===== config.mk =====
export PLATFORM = sky130hd
export DESIGN_NAME = axis_slave_fifo
export DESIGN_NICKNAME = d
export VERILOG_FILES = /design/src/rtl/axis_slave_fifo.sv
export SDC_FILE = /design/constraint.sdc
export NUM_CORES = 1
export LEC_CHECK = 0
export CAP_MARGIN = 25
export CORE_MARGIN = 5
export CORE_UTILIZATION = 47
export CTS_CLUSTER_DIAMETER = 100
export DETAILED_ROUTE_END_ITERATION = 8
export GPL_TIMING_DRIVEN = 0
export SYNTH_ARGS = -nofsm -noshare
export SYNTH_HDL_FRONTEND = slang
export SYNTH_SLANG_ARGS = --single-unit
export TNS_END_PERCENT = 10

===== constraint.sdc =====
create_clock -name S_AXIS_ACLK -period 4 [get_ports S_AXIS_ACLK]
set_input_delay 1.2 -clock S_AXIS_ACLK [delete_from_list [all_inputs] [get_ports S_AXIS_ACLK]]
set_output_delay 1.2 -clock S_AXIS_ACLK [all_outputs]
set_load 0.1 [all_outputs]

===== src/rtl/axis_slave_fifo.sv =====
// axis_slave_fifo
//   AXI4-Stream slave-side FIFO with a first-word-fall-through read port.
//   Each entry stores {TDATA, TSTRB, TUSER, TLAST}. The full FIFO_DEPTH is
//   usable. All status flags are decoded from registers only.
//
// Optional feature (compile-time macro AXIS_FIFO_PACKET_MODE_EN):
//   When this macro is defined, the read side reports empty until a complete
//   packet (a beat with TLAST) is stored. A full FIFO with no complete packet
//   still releases its beats so that the FIFO cannot deadlock.
//
// Ports:
//   S_AXIS_ACLK     clock for all logic
//   S_AXIS_ARESETN  asynchronous active-low reset
//   S_AXIS_T*       AXI4-Stream slave (TVALID/TREADY/TDATA/TSTRB/TUSER/TLAST)
//   rd_en           consumes the head beat
//   valid_out       head beat present (equals !empty)
//   data_out/strb_out/user_out/last_out  head entry fields
//   level           occupancy, 0..FIFO_DEPTH
//   full/empty/almost_full/almost_empty  status flags
//   rd_err          one-cycle pulse when rd_en is sampled while empty
module axis_slave_fifo #(
   parameter int unsigned TDATA_WIDTH     = 32,
   parameter int unsigned TUSER_WIDTH     = 1,
   parameter int unsigned FIFO_DEPTH      = 16,
   parameter int unsigned ALMOST_FULL_TH  = FIFO_DEPTH - 2,
   parameter int unsigned ALMOST_EMPTY_TH = 2,
   localparam int unsigned L              = $clog2(FIFO_DEPTH),
   localparam int unsigned STRB_W         = TDATA_WIDTH / 8
) (
   input  logic                   S_AXIS_ACLK,
   input  logic                   S_AXIS_ARESETN,
   input  logic                   S_AXIS_TVALID,
   output logic                   S_AXIS_TREADY,
   input  logic [TDATA_WIDTH-1:0] S_AXIS_TDATA,
   input  logic [STRB_W-1:0]      S_AXIS_TSTRB,
   input  logic [TUSER_WIDTH-1:0] S_AXIS_TUSER,
   input  logic                   S_AXIS_TLAST,
   input  logic                   rd_en,
   output logic                   valid_out,
   output logic [TDATA_WIDTH-1:0] data_out,
   output logic [STRB_W-1:0]      strb_out,
   output logic [TUSER_WIDTH-1:0] user_out,
   output logic                   last_out,
   output logic [L:0]             level,
   output logic                   full,
   output logic                   empty,
   output logic                   almost_full,
   output logic                   almost_empty,
   output logic                   rd_err
);

   localparam int unsigned EW = TDATA_WIDTH + STRB_W + TUSER_WIDTH + 1;

   typedef logic [L:0]   cnt_t;
   typedef logic [L-1:0] ptr_t;

   localparam cnt_t DEPTH_C = cnt_t'(FIFO_DEPTH);
   localparam cnt_t AF_C    = cnt_t'(ALMOST_FULL_TH);
   localparam cnt_t AE_C    = cnt_t'(ALMOST_EMPTY_TH);

   logic [EW-1:0] mem_q [FIFO_DEPTH];
   ptr_t          wr_ptr_q, wr_ptr_d;
   ptr_t          rd_ptr_q, rd_ptr_d;
   cnt_t          count_q,  count_d;
   logic          rd_err_q, rd_err_d;
   logic          rst_done_q;
   logic          wr_fire, rd_fire;

   // Head entry is always visible (first-word fall-through).
   assign {data_out, strb_out, user_out, last_out} = mem_q[rd_ptr_q];

   assign full          = (count_q == DEPTH_C);
   // rst_done_q keeps TREADY low while in reset and until the first edge after release.
   assign S_AXIS_TREADY = rst_done_q && !full;
   assign level         = count_q;
   assign almost_full   = (count_q >= AF_C);
   assign almost_empty  = (count_q <= AE_C);
   assign valid_out     = !empty;
   assign rd_err        = rd_err_q;

   assign wr_fire = S_AXIS_TVALID && S_AXIS_TREADY;
   assign rd_fire = rd_en && !empty;

`ifdef AXIS_FIFO_PACKET_MODE_EN
   cnt_t pkt_cnt_q, pkt_cnt_d;

   // Reads are held off until a TLAST beat is stored; a full FIFO is always
   // drainable so a packet longer than the FIFO cannot stall the stream.
   assign empty = (count_q == '0) || ((pkt_cnt_q == '0) && !full);

   always_comb begin
      pkt_cnt_d = pkt_cnt_q;
      unique case ({wr_fire && S_AXIS_TLAST, rd_fire && last_out})
         2'b10:   pkt_cnt_d = pkt_cnt_q + cnt_t'(1);
         2'b01:   pkt_cnt_d = pkt_cnt_q - cnt_t'(1);
         default: pkt_cnt_d = pkt_cnt_q;
      endcase
   end

   always_ff @(posedge S_AXIS_ACLK or negedge S_AXIS_ARESETN) begin
      if (!S_AXIS_ARESETN) pkt_cnt_q <= '0;
      else                 pkt_cnt_q <= pkt_cnt_d;
   end
`else
   assign empty = (count_q == '0);
`endif

   always_comb begin
      wr_ptr_d = wr_ptr_q;
      rd_ptr_d = rd_ptr_q;
      count_d  = count_q;
      rd_err_d = rd_en && empty;
      if (wr_fire) wr_ptr_d = wr_ptr_q + ptr_t'(1);
      if (rd_fire) rd_ptr_d = rd_ptr_q + ptr_t'(1);
      unique case ({wr_fire, rd_fire})
         2'b10:   count_d = count_q + cnt_t'(1);
         2'b01:   count_d = count_q - cnt_t'(1);
         default: count_d = count_q;
      endcase
   end

   always_ff @(posedge S_AXIS_ACLK or negedge S_AXIS_ARESETN) begin
      if (!S_AXIS_ARESETN) begin
         wr_ptr_q   <= '0;
         rd_ptr_q   <= '0;
         count_q    <= '0;
         rd_err_q   <= 1'b0;
         rst_done_q <= 1'b0;
      end else begin
         wr_ptr_q   <= wr_ptr_d;
         rd_ptr_q   <= rd_ptr_d;
         count_q    <= count_d;
         rd_err_q   <= rd_err_d;
         rst_done_q <= 1'b1;
      end
   end

   // Storage is cleared on reset so the head outputs read zero afterwards.
   always_ff @(posedge S_AXIS_ACLK or negedge S_AXIS_ARESETN) begin
      if (!S_AXIS_ARESETN) begin
         for (int unsigned i = 0; i < FIFO_DEPTH; i++) mem_q[i] <= '0;
      end else if (wr_fire) begin
         mem_q[wr_ptr_q] <= {S_AXIS_TDATA, S_AXIS_TSTRB, S_AXIS_TUSER, S_AXIS_TLAST};
      end
   end

endmodule

Yosys cells after proc, flatten, opt, wreduce, memory -nomap -nowiden
Index checks and enable logic that the tools add are counted.
{"block": "word_totals", "word_cells": 51, "register_bits": 623, "input_bits": 42, "output_inout_bits": 50}
{"block": "op_classes", "add_sub_neg": 4, "reduce_logical": 9, "eq_ne": 3, "bitwise": 2, "n_mux": 7, "magnitude_cmp": 5}
{"op": "bitwise mux 608 bit", "n": 1}
{"op": "binary-select mux 38 bit (select 4 bit)", "n": 1}
{"op": "demux 38 bit (select 4 bit)", "n": 1}
{"op": "2-to-1 mux 38 bit", "n": 3}
{"op": ">= comparator 5 bit (second input constant)", "n": 2}
{"op": "inverter 4 -> 5 bit", "n": 2}
{"op": "one-hot mux 5 bit (2 select lines)", "n": 1}
{"op": "adder 4 x 1 -> 4 bit (second input constant)", "n": 2}
{"op": "adder 5 x 1 -> 5 bit (second input constant)", "n": 1}
{"op": "equality test 5 bit (second input constant)", "n": 1}
{"op": ">= comparator 5 x 4 -> 1 bit (second input constant)", "n": 1}
{"op": "<= comparator 5 x 2 -> 1 bit (second input constant)", "n": 1}
{"op": "logical AND 1 bit", "n": 5}
{"op": "zero test 5 bit", "n": 1}
{"op": "< comparator 5 x 1 -> 1 bit (second input constant)", "n": 1}
{"op": "subtractor 5 x 1 -> 5 bit (second input constant)", "n": 1}
{"op": "equality test 2 x 1 -> 1 bit (second input constant)", "n": 1}
{"op": "equality test 2 bit (second input constant)", "n": 1}
{"op": "zero test 1 bit", "n": 2}
{"op": "nonzero test 2 bit", "n": 1}

Logic depth before layout (Yosys ltp)
Gate-level depths: netlist of the first run.
{"block": "logic_depth", "depth_word": 6, "depth_mapped": 14, "mapped_depth_nobuf": 11}

Worst setup path before layout of the first run
Ideal clock, no wire load.
{"block": "synth_timing", "path_type": "flip-flop to output port", "startpoint": "register count_q[2] (netlist: level[2])", "endpoint": "output port almost_empty", "path_buffers": 1, "path_slack_ns": -2.953, "path_stages_with_launch": 3, "arrival_time_ns": 5.753, "t_required_ns": 2.800, "cell_sequence": "dfrtp_1 -> buf_2 -> a2111oi_0"}
{"block": "synth_between", "elab_chain_len": 1}
{"item": "start, declared", "line_no": "64", "rtl": "cnt_t count_q, count_d;"}
{"item": "start signal, assigned", "line_no": "132", "rtl": "count_q <= count_d;"}
{"item": "<= comparator 5 x 2 -> 1 bit", "line_no": "77", "rtl": "assign almost_empty = (count_q <= AE_C);"}
{"item": "end, declared", "line_no": "48", "rtl": "output logic almost_empty,"}
Every way passes these cells.

Worst setup path in the final report of the first run
{"block": "layout_timing", "startpoint": "register rd_ptr_q[0]", "endpoint": "output port data_out[10]"}
{"block": "layout_between", "elab_chain_len": 4}
{"item": "start, declared", "line_no": "63", "rtl": "ptr_t rd_ptr_q, rd_ptr_d;"}
{"item": "start signal, assigned", "line_no": "131", "rtl": "rd_ptr_q <= rd_ptr_d;"}
{"item": "inverter 4 -> 5 bit (not written as such)", "line_no": "70", "rtl": "assign {data_out, strb_out, user_out, last_out} = mem_q[rd_ptr_q];"}
{"item": "binary-select mux 38 bit (select 4 bit)", "line_no": "70"}
{"item": "2-to-1 mux 38 bit (not written as such) (2 in a row)", "line_no": "70"}
{"item": "end, declared", "line_no": "40", "rtl": "output logic [TDATA_WIDTH-1:0] data_out,"}
Every way passes these cells. The select of a mux whose other input is x is not followed.

==> flow_summary.ini, run 1 <==
[cts]
clock_path_buffers = 3
cts_tree = done
numCtsBuffers = 70
insertion_delay_ns = 0.58
clkSinkCount = 623
ctsRootBufferMaster = clkbuf_16
cts_htree_levels = 3
cts_hold_buf = 0
path_clk_slew_ns = 0.06

[yosys]
synth_top_area_cell = dfrtp_1
synth_cells = 1748
synth-seq-cells = 623
syn_nets = 1798
syn_avg_cell_area_sq_um = 16.4
synth_cell_types = 38
synth_area_leaders = dfrtp_1 54%, mux2_2 17%, mux4_2 12%
yosys_warnings = 0
synth_top_area_share = 0.543
ys_seq_area_frac = 0.543
netlist_area_sq_um = 28700

[final_layout]
final_core_util = 0.549
final_cell_mix = 621 x dfrtp_1, 440 x mux2_2, 160 x mux2_4
multi_input_area_sq_um = 12300
n_fill_cell = 4832
diodes = 0
area_delta_synth_final_pct = 15.6
register_area_sq_um = 15600
final_common_cell = dfrtp_1
drive_gt1_frac = 0.523
finish.net_count = 1971

[die]
die_w_um = 257
dieArea_sq_um = 66100
initial_core_util = 0.475
die_h_um = 257
core_sq_um = 60500
ios = 92
rows = 90

[critical_path]
start_kind = flop
crit_family = buffers and inverters
worstPathArrival_ns = 2.87
critPathMaxStageDelay_ns = 0.52
setup.worst_path.end_class = output pin
crit_required_ns = 2.80
cp_cell_sequence = buf_4 > clkbuf_2 > buf_8 > mux4_2 > a22oi_1 > nand2_1 > clkdlybuf4s15_2
crit_fanout = 9
cpMaxStageDelayCell = mux4_2
crit_type = flop to output pin
worst-path-buf-inv = 4

[route]
drc_errors = 0
drtIter0Drc = 939
routedWlPerCell_um = 25.5
viasPerCell = 5.77
vias = 15900
drt_wl_total_mm = 70.2
ant_nets = 0
firstDrtPassIters = 4

[global_routing]
grt_first_pass_wirelength_mm = 110
antenna_found_initial = 0
grt_pass1_vias = 17800
grt_max_degree = 121
grt-ovfl-total = 0
track_usage = 0.215

[pwr]
leakage_nw = 14.9
p_per_area_nw_per_um2 = 898
max-vdd-ir-drop_uv = 651

[run]
drv_cap = 0

[timing]
fin_crit_ns = 4.07
post-route-period-util = 1.02
finalWorstSetupSlack_ns = -0.0713
finalSetupViolations = 9
tns_ns = -0.467
holdWs_ns = 0.491
slew_headroom = 0.345
fmax_mhz = 246
tightest_slew_ns = 0.979
rsz0062_at_grt = yes
clock-skew-final_ns = 0.0132
drv_slew = 0
hold_viol_final = 0

[place]
hpwl_mm = 44.6
io_buffer_count = 91
dpl_worst_slack_ns = -1.45
place.gp.congestion = 0.763

[status]
status = finished, violations left
violations = negative setup slack

[worst_hold_path]
hold_class = flop to flop
==> Yosys cell counts, drive strengths merged <==
cell and instances:
nor3 8, and2 1, xor2 6, nor2b 4, mux4 152, inv 10
nand2 51, and3b 1, buf 80, nor2 5, nand2b 2, clkbuf 78
a2111oi 2, o21ai 3, conb 1, mux2 611, xnor2 6, a21oi 4
nor4b 1, or4 1, nand4 2, a22oi 76, o31ai 1, dfrtp 623
nand3 2, a21boi 1, or4b 1, a31oi 1, and3 1, nor4 5
ha 8
==> state kept, by name (all words and copies together), names as in the netlist <==
| register | flops |
|---|---|
| level | 5 |
| wr_ptr_q | 4 |
| rd_err | 1 |
| mem_q | 608 |
| rst_done_q | 1 |
| rd_ptr_q | 4 |
==> power by group <==
part	total [W]	switching [W]	internal, W
Sequential	0.0103	0.00136	0.00895
Clock	0.00635	0.00252	0.00383
Combinational	0.0131	0.00742	0.00571
Total	0.0298	0.0113	0.0185
==> per-stage QoR <==
step	std cells	cell area (sq um)	power, W
3_5_place_dp	2631	30800	0.0237
5_1_grt	2755	33200	0.0313
3_3_place_gp	2621	30600	0.0234
2_1_floorplan	1748	28700	0.0202
4_1_cts	2755	33200	0.0301
6_report	2755	33200	0.0298
==> timing repair <==
item                       CTS  global route
resized for setup          226            38
buffers inserted             2             0
setup endpoints to repair   42            33
==> area by class of cell <==
cell class / instances / share of cell area
clock buffer: 110 / 0.0629
multi-input combinational: 957 / 0.369
inverter: 10 / 0.00124
timing repair buffer: 103 / 0.0319
buffer: 156 / 0.0297
clock inverter: 14 / 0.00536
sequential: 623 / 0.470
tap: 782 / 0.0295
==> worst reg2reg max path, cell delays in order, from the launching register on <==
cell	delay, ns
dfrtp_1	0.50
or4_4	0.61
o21ai_4	0.21
buf_6	0.19
inv_1	0.08
nand2_1	0.19
ha_1	0.18
clkbuf_1	0.30
or4b_2	0.63
a31oi_1	0.21
xor2_1	0.18
==> final timing paths <==
path                                     start           end  slack, ns  cells past startpoint
worst max-delay path               rd_ptr_q[0]  data_out[10]      -0.07                      7
worst min-delay path                mem_q[539]    mem_q[539]       0.49                      1
worst max register to register        level[0]      level[3]       0.65                     10
worst min register to register      mem_q[539]    mem_q[539]       0.49                      1
max in group asynchronous       S_AXIS_ARESETN      level[0]       1.65                      4
min in group asynchronous       S_AXIS_ARESETN    mem_q[601]       0.53                      1
==> metal layers <==
metal / wire length [um] / vias up / global-route usage
met5: 0 / - / 0
met4: 1510 / 0 / 0.0607
met3: 3340 / 89 / 0.0442
met2: 33000 / 294 / 0.336
met1: 32400 / 8660 / 0.309
li1: - / 6848 / -
==> kinds of logic after synthesis <==
family	synth area share
AO/OA/AOI/OAI	0.0231
XOR/XNOR	0.00366
adder cells (fa/ha/maj)	0.00349
buffers and inverters	0.0316
flip-flops	0.543
multiplexers	0.380
other	0.000131
AND/OR/NAND/NOR	0.0151
(Power assumes the default switching activity.)
==> run 2: changes to the inputs <==
CORE_UTILIZATION = 32   (was 47)
==> flow_summary.ini, run 2 (synthesized netlist as in run 1, its figures left out) <==
[status]
status = complete, no violations

[worst_hold_path]
hold_class = flop to flop
holdPathStages = 1
whs_endpoint = wr_ptr_q[3]
min_from = wr_ptr_q[3]

[global_routing]
grt_pass1_vias = 18000
grt_first_pass_wirelength_mm = 113
antenna_found_initial = 1
track_usage = 0.155
grt-ovfl-total = 0
grt_max_degree = 126

[critical_path]
crit_required_ns = 2.80
crit_fanout = 10
cp_cell_sequence = clkbuf_8 > buf_8 > buf_12 > mux4_2 > a22oi_2 > nand2_2 > buf_4
reg2reg_depth = 13
crit_cells = 7
crit_family = buffers and inverters
start_kind = flop
worstReg2RegEnd = level[4]
r2r-start = level[0]
crit_type = flop to output pin
critPathMaxStageDelay_ns = 0.54
worst-path-buf-inv = 4
setup.worst_path.end_class = output pin
ff2ff_setup_slack_ns = 0.54
cpMaxStageDelayCell = mux4_2
worstPathArrival_ns = 2.77

[timing]
finalSetupViolations = 0
finalWorstSetupSlack_ns = 0.0325
slew_headroom = 0.347
fmax_mhz = 252
fin_crit_ns = 3.97
hold_viol_final = 0
rsz0062_at_grt = yes
tightest_slew_ns = 0.976
drv_slew = 0
clock-skew-final_ns = 0.0181
post-route-period-util = 0.992

[die]
dieArea_sq_um = 95800
die_h_um = 310
die_w_um = 310
core_sq_um = 88600
rows = 109
ios = 92
initial_core_util = 0.324

[route]
routedWlPerCell_um = 23.5
wl_met1_mm = 32.4
drt_wl_total_mm = 73.6
vias = 16000
drtIter0Drc = 827
viasPerCell = 5.12
firstDrtPassIters = 5
ant_nets = 0
detailroute.wirelength.met3_mm = 3.39
drc_errors = 0
maxUsedRoutingLayer = met5
dr_wl_met2_mm = 35.7

[place]
io_buffer_count = 91
dpl_cell_area_sq_um = 31300
hpwl_mm = 48.5
placed_cells = 3011
dpl_worst_slack_ns = -1.64
place.gp.congestion = 0.771

[cts]
cts_hold_buf = 0
insertion_delay_ns = 0.59
path_clk_slew_ns = 0.06
clkSinkCount = 623
cts_setup_buffers = 0
cts_htree_levels = 3
cts_tree = done
numCtsBuffers = 68
ctsRootBufferMaster = clkbuf_16
clock_path_buffers = 3
ctsResizeCount = 318

[final_layout]
drive_gt1_frac = 0.533
largest_reg_flops = 608
final_common_cell = dfrtp_1
final_cell_mix = 623 x dfrtp_1, 440 x mux2_2, 160 x mux2_4
area_delta_synth_final_pct = 17.4
design_area_sq_um = 33700
finish.net_count = 1966
final_cells = 3131
regMostFlops = mem_q

[pwr]
max-vdd-ir-drop_uv = 906
p_per_area_nw_per_um2 = 894
leakage_nw = 14.9
total_power_w = 0.0301

[run]
drv_cap = 0
run 2: changes by cell type in the layout (fill, tap and decap cells not counted), moves of 3 or more:
cell,delta
buf_2,-12
clkbuf_1,-12
buf_4,+11
clkdlybuf4s15_2,-9
a22oi_1,-8
a22oi_2,+8
clkbuf_8,+6
nand2_1,-6
nand2_2,+6
clkinv_2,+4
buf_8,+3
run 2: per-layer routing:
| metal | up-vias | GRT usage |
|---|---|---|
| met5 | - | 0 |
| met4 | 2 | 0.0446 |
| met3 | 119 | 0.0340 |
| met2 | 336 | 0.253 |
| met1 | 8749 | 0.209 |
| li1 | 6825 | - |
run 2: report_power, final:
part           leakage (nW)  switching, W  total [W]  internal, W
registers              8.00       0.00138     0.0103      0.00895
clock network          1.10       0.00252    0.00625      0.00373
logic                  5.83       0.00767     0.0136      0.00588
run 2: area by class of cell:
class,instances,area (sq um)
multi-input cells,957,12300
diodes,1,2.50
repair buffers,98,997
clock buffers,101,2050
clock inverters,18,178
plain buffers,158,1060
fillers,8163,55000
well taps,1165,1460
inverters,10,41.3
flip-flops and latches,623,15600
run 2: worst max-delay path by stage:
stage,from,slack (ns),to
2_1_floorplan,level[2],-0.14,empty
3_3_place_gp,S_AXIS_ARESETN,-24.50,mem_q[259]
3_5_place_dp,rd_ptr_q[1],-1.64,data_out[31]
4_1_cts,rd_ptr_q[0],-0.08,data_out[28]
5_1_grt,rd_ptr_q[0],-0.05,data_out[4]
6_report,rd_ptr_q[0],0.03,data_out[31]
run 2: per-stage QoR:
stage	TNS (ns)	hold slack [ns]	util
after floorplan	-0.200	0.455	-
after global placement	-	0.468	0.351
after detailed placement	-51.78	0.470	0.353
after CTS	-0.557	0.482	0.379
after global routing	-0.551	0.508	0.380
final	0	0.481	0.380
==> run 3: changes to the inputs <==
SKIP_LAST_GASP = 1   (was default)
==> flow_summary.ini, run 3 (synthesized netlist as in run 1, its figures left out) <==
[global_routing]
busiest_layer = met2
grt_max_degree = 126
grt_pass1_vias = 18000
grt_use_met3 = 0.0340
antenna_found_initial = 1
track_usage = 0.155
grt_first_pass_wirelength_mm = 113
grt_use_met1 = 0.209
grt-ovfl-total = 0
use_met2 = 0.253

[critical_path]
worstPathArrival_ns = 2.85
setup.worst_path.end_class = output pin
crit_required_ns = 2.80
crit_fanout = 10
start_kind = flop
crit_type = flop to output pin

[cts]
clock_path_buffers = 3
cts_hold_buf = 0
numCtsBuffers = 68
cts_tree = done
clkSinkCount = 623
ctsRootBufferMaster = clkbuf_16
cts_htree_levels = 3
path_clk_slew_ns = 0.06
insertion_delay_ns = 0.59
cts_setup_buffers = 0

[final_layout]
drive_gt1_frac = 0.529
area_delta_synth_final_pct = 16.9
largest_reg_flops = 608
final_core_util = 0.379
final_cell_mix = 623 x dfrtp_1, 440 x mux2_2, 160 x mux2_4
finish.net_count = 1966
final_common_cell = dfrtp_1
regMostFlops = mem_q

[timing]
slew_headroom = 0.340
finalWorstSetupSlack_ns = -0.0461
drv_slew = 0
hold_viol_final = 0
tightest_slew_ns = 0.994
fmax_mhz = 247
finalSetupViolations = 7
rsz0062_at_grt = yes
fin_crit_ns = 4.05
post-route-period-util = 1.01
clock-skew-final_ns = 0.0188

[route]
viasPerCell = 5.12
drt_wl_total_mm = 73.7
ant_nets = 0
firstDrtPassIters = 5
drc_errors = 0
vias = 16000
routedWlPerCell_um = 23.5
drtIter0Drc = 942

[place]
io_buffer_count = 91
hpwl_mm = 48.5
place.gp.congestion = 0.771

[pwr]
p_per_area_nw_per_um2 = 890
leakage_nw = 14.9
total_power_w = 0.0299
max-vdd-ir-drop_uv = 907

[die]
rows = 109
die_w_um = 310
dieArea_sq_um = 95800
die_h_um = 310
ios = 92
core_sq_um = 88600
initial_core_util = 0.324

[run]
drv_cap = 0

[status]
status = finished, violations left
violations = negative setup slack

[worst_hold_path]
hold_class = flop to flop
## run 3: area by class of cell
| class | instances | area (sq um) |
|---|---|---|
| Fill cell | 8168 | 55100 |
| Sequential cell | 623 | 15600 |
| Multi-Input combinational cell | 957 | 12300 |
| Clock buffer | 101 | 2050 |
| Tap cell | 1165 | 1460 |
| Buffer | 158 | 1040 |
| Timing Repair Buffer | 98 | 922 |
| Clock inverter | 18 | 178 |
| Inverter | 10 | 41.3 |
| Antenna cell | 1 | 2.50 |
## run 3: critical path: stages, from the launching register on
cell	delay (ns)
dfrtp_1	0.44
and2_1	0.18
clkbuf_2	0.39
clkbuf_2	0.45
a22oi_1	0.13
nand2_1	0.19
buf_2	0.47
## run 3: stage by stage
step                std cells  instance area (sq um)  setup slack (ns)  hold slack (ns)  setup TNS (ns)
floorplan                1748                  28700            -0.138            0.455          -0.200
global placement         3004                  31100            -24.50            0.468               -
detailed placement       3011                  31300             -1.64            0.470          -51.78
CTS                      3130                  33500           -0.0901            0.482           -1.39
global route             3130                  33600            -0.146            0.508           -2.64
finish                   3131                  33600           -0.0461            0.478          -0.152
## run 3: timing repair
action,CTS,global route
gates cloned,0,0
resized for setup,296,10
setup endpoints to repair,42,40
## run 3: worst paths after layout
| kind | slack, ns | endpoint | depth (start not counted) | start |
|---|---|---|---|---|
| setup / recovery | -0.05 | data_out[30] | 6 | rd_ptr_q[2] |
| hold / removal | 0.48 | wr_ptr_q[3] | 1 | wr_ptr_q[3] |
| setup reg to reg | 0.53 | level[4] | 13 | level[0] |
| hold reg to reg | 0.48 | wr_ptr_q[3] | 1 | wr_ptr_q[3] |
| max in group asynchronous | 1.04 | mem_q[266] | 5 | S_AXIS_ARESETN |
| min in group asynchronous | 0.64 | mem_q[47] | 1 | S_AXIS_ARESETN |
## run 3: power by group
| group | internal [W] | switching (W) |
|---|---|---|
| sequential | 0.00895 | 0.00138 |
| combinational | 0.00566 | 0.00762 |
| clock | 0.00373 | 0.00253 |
## run 3: metal layers
layer / wire length, um / vias up
li1: - / 6823
met1: 32500 / 8733
met2: 35500 / 361
met3: 3540 / 119
met4: 2070 / 2
met5: 13 / -
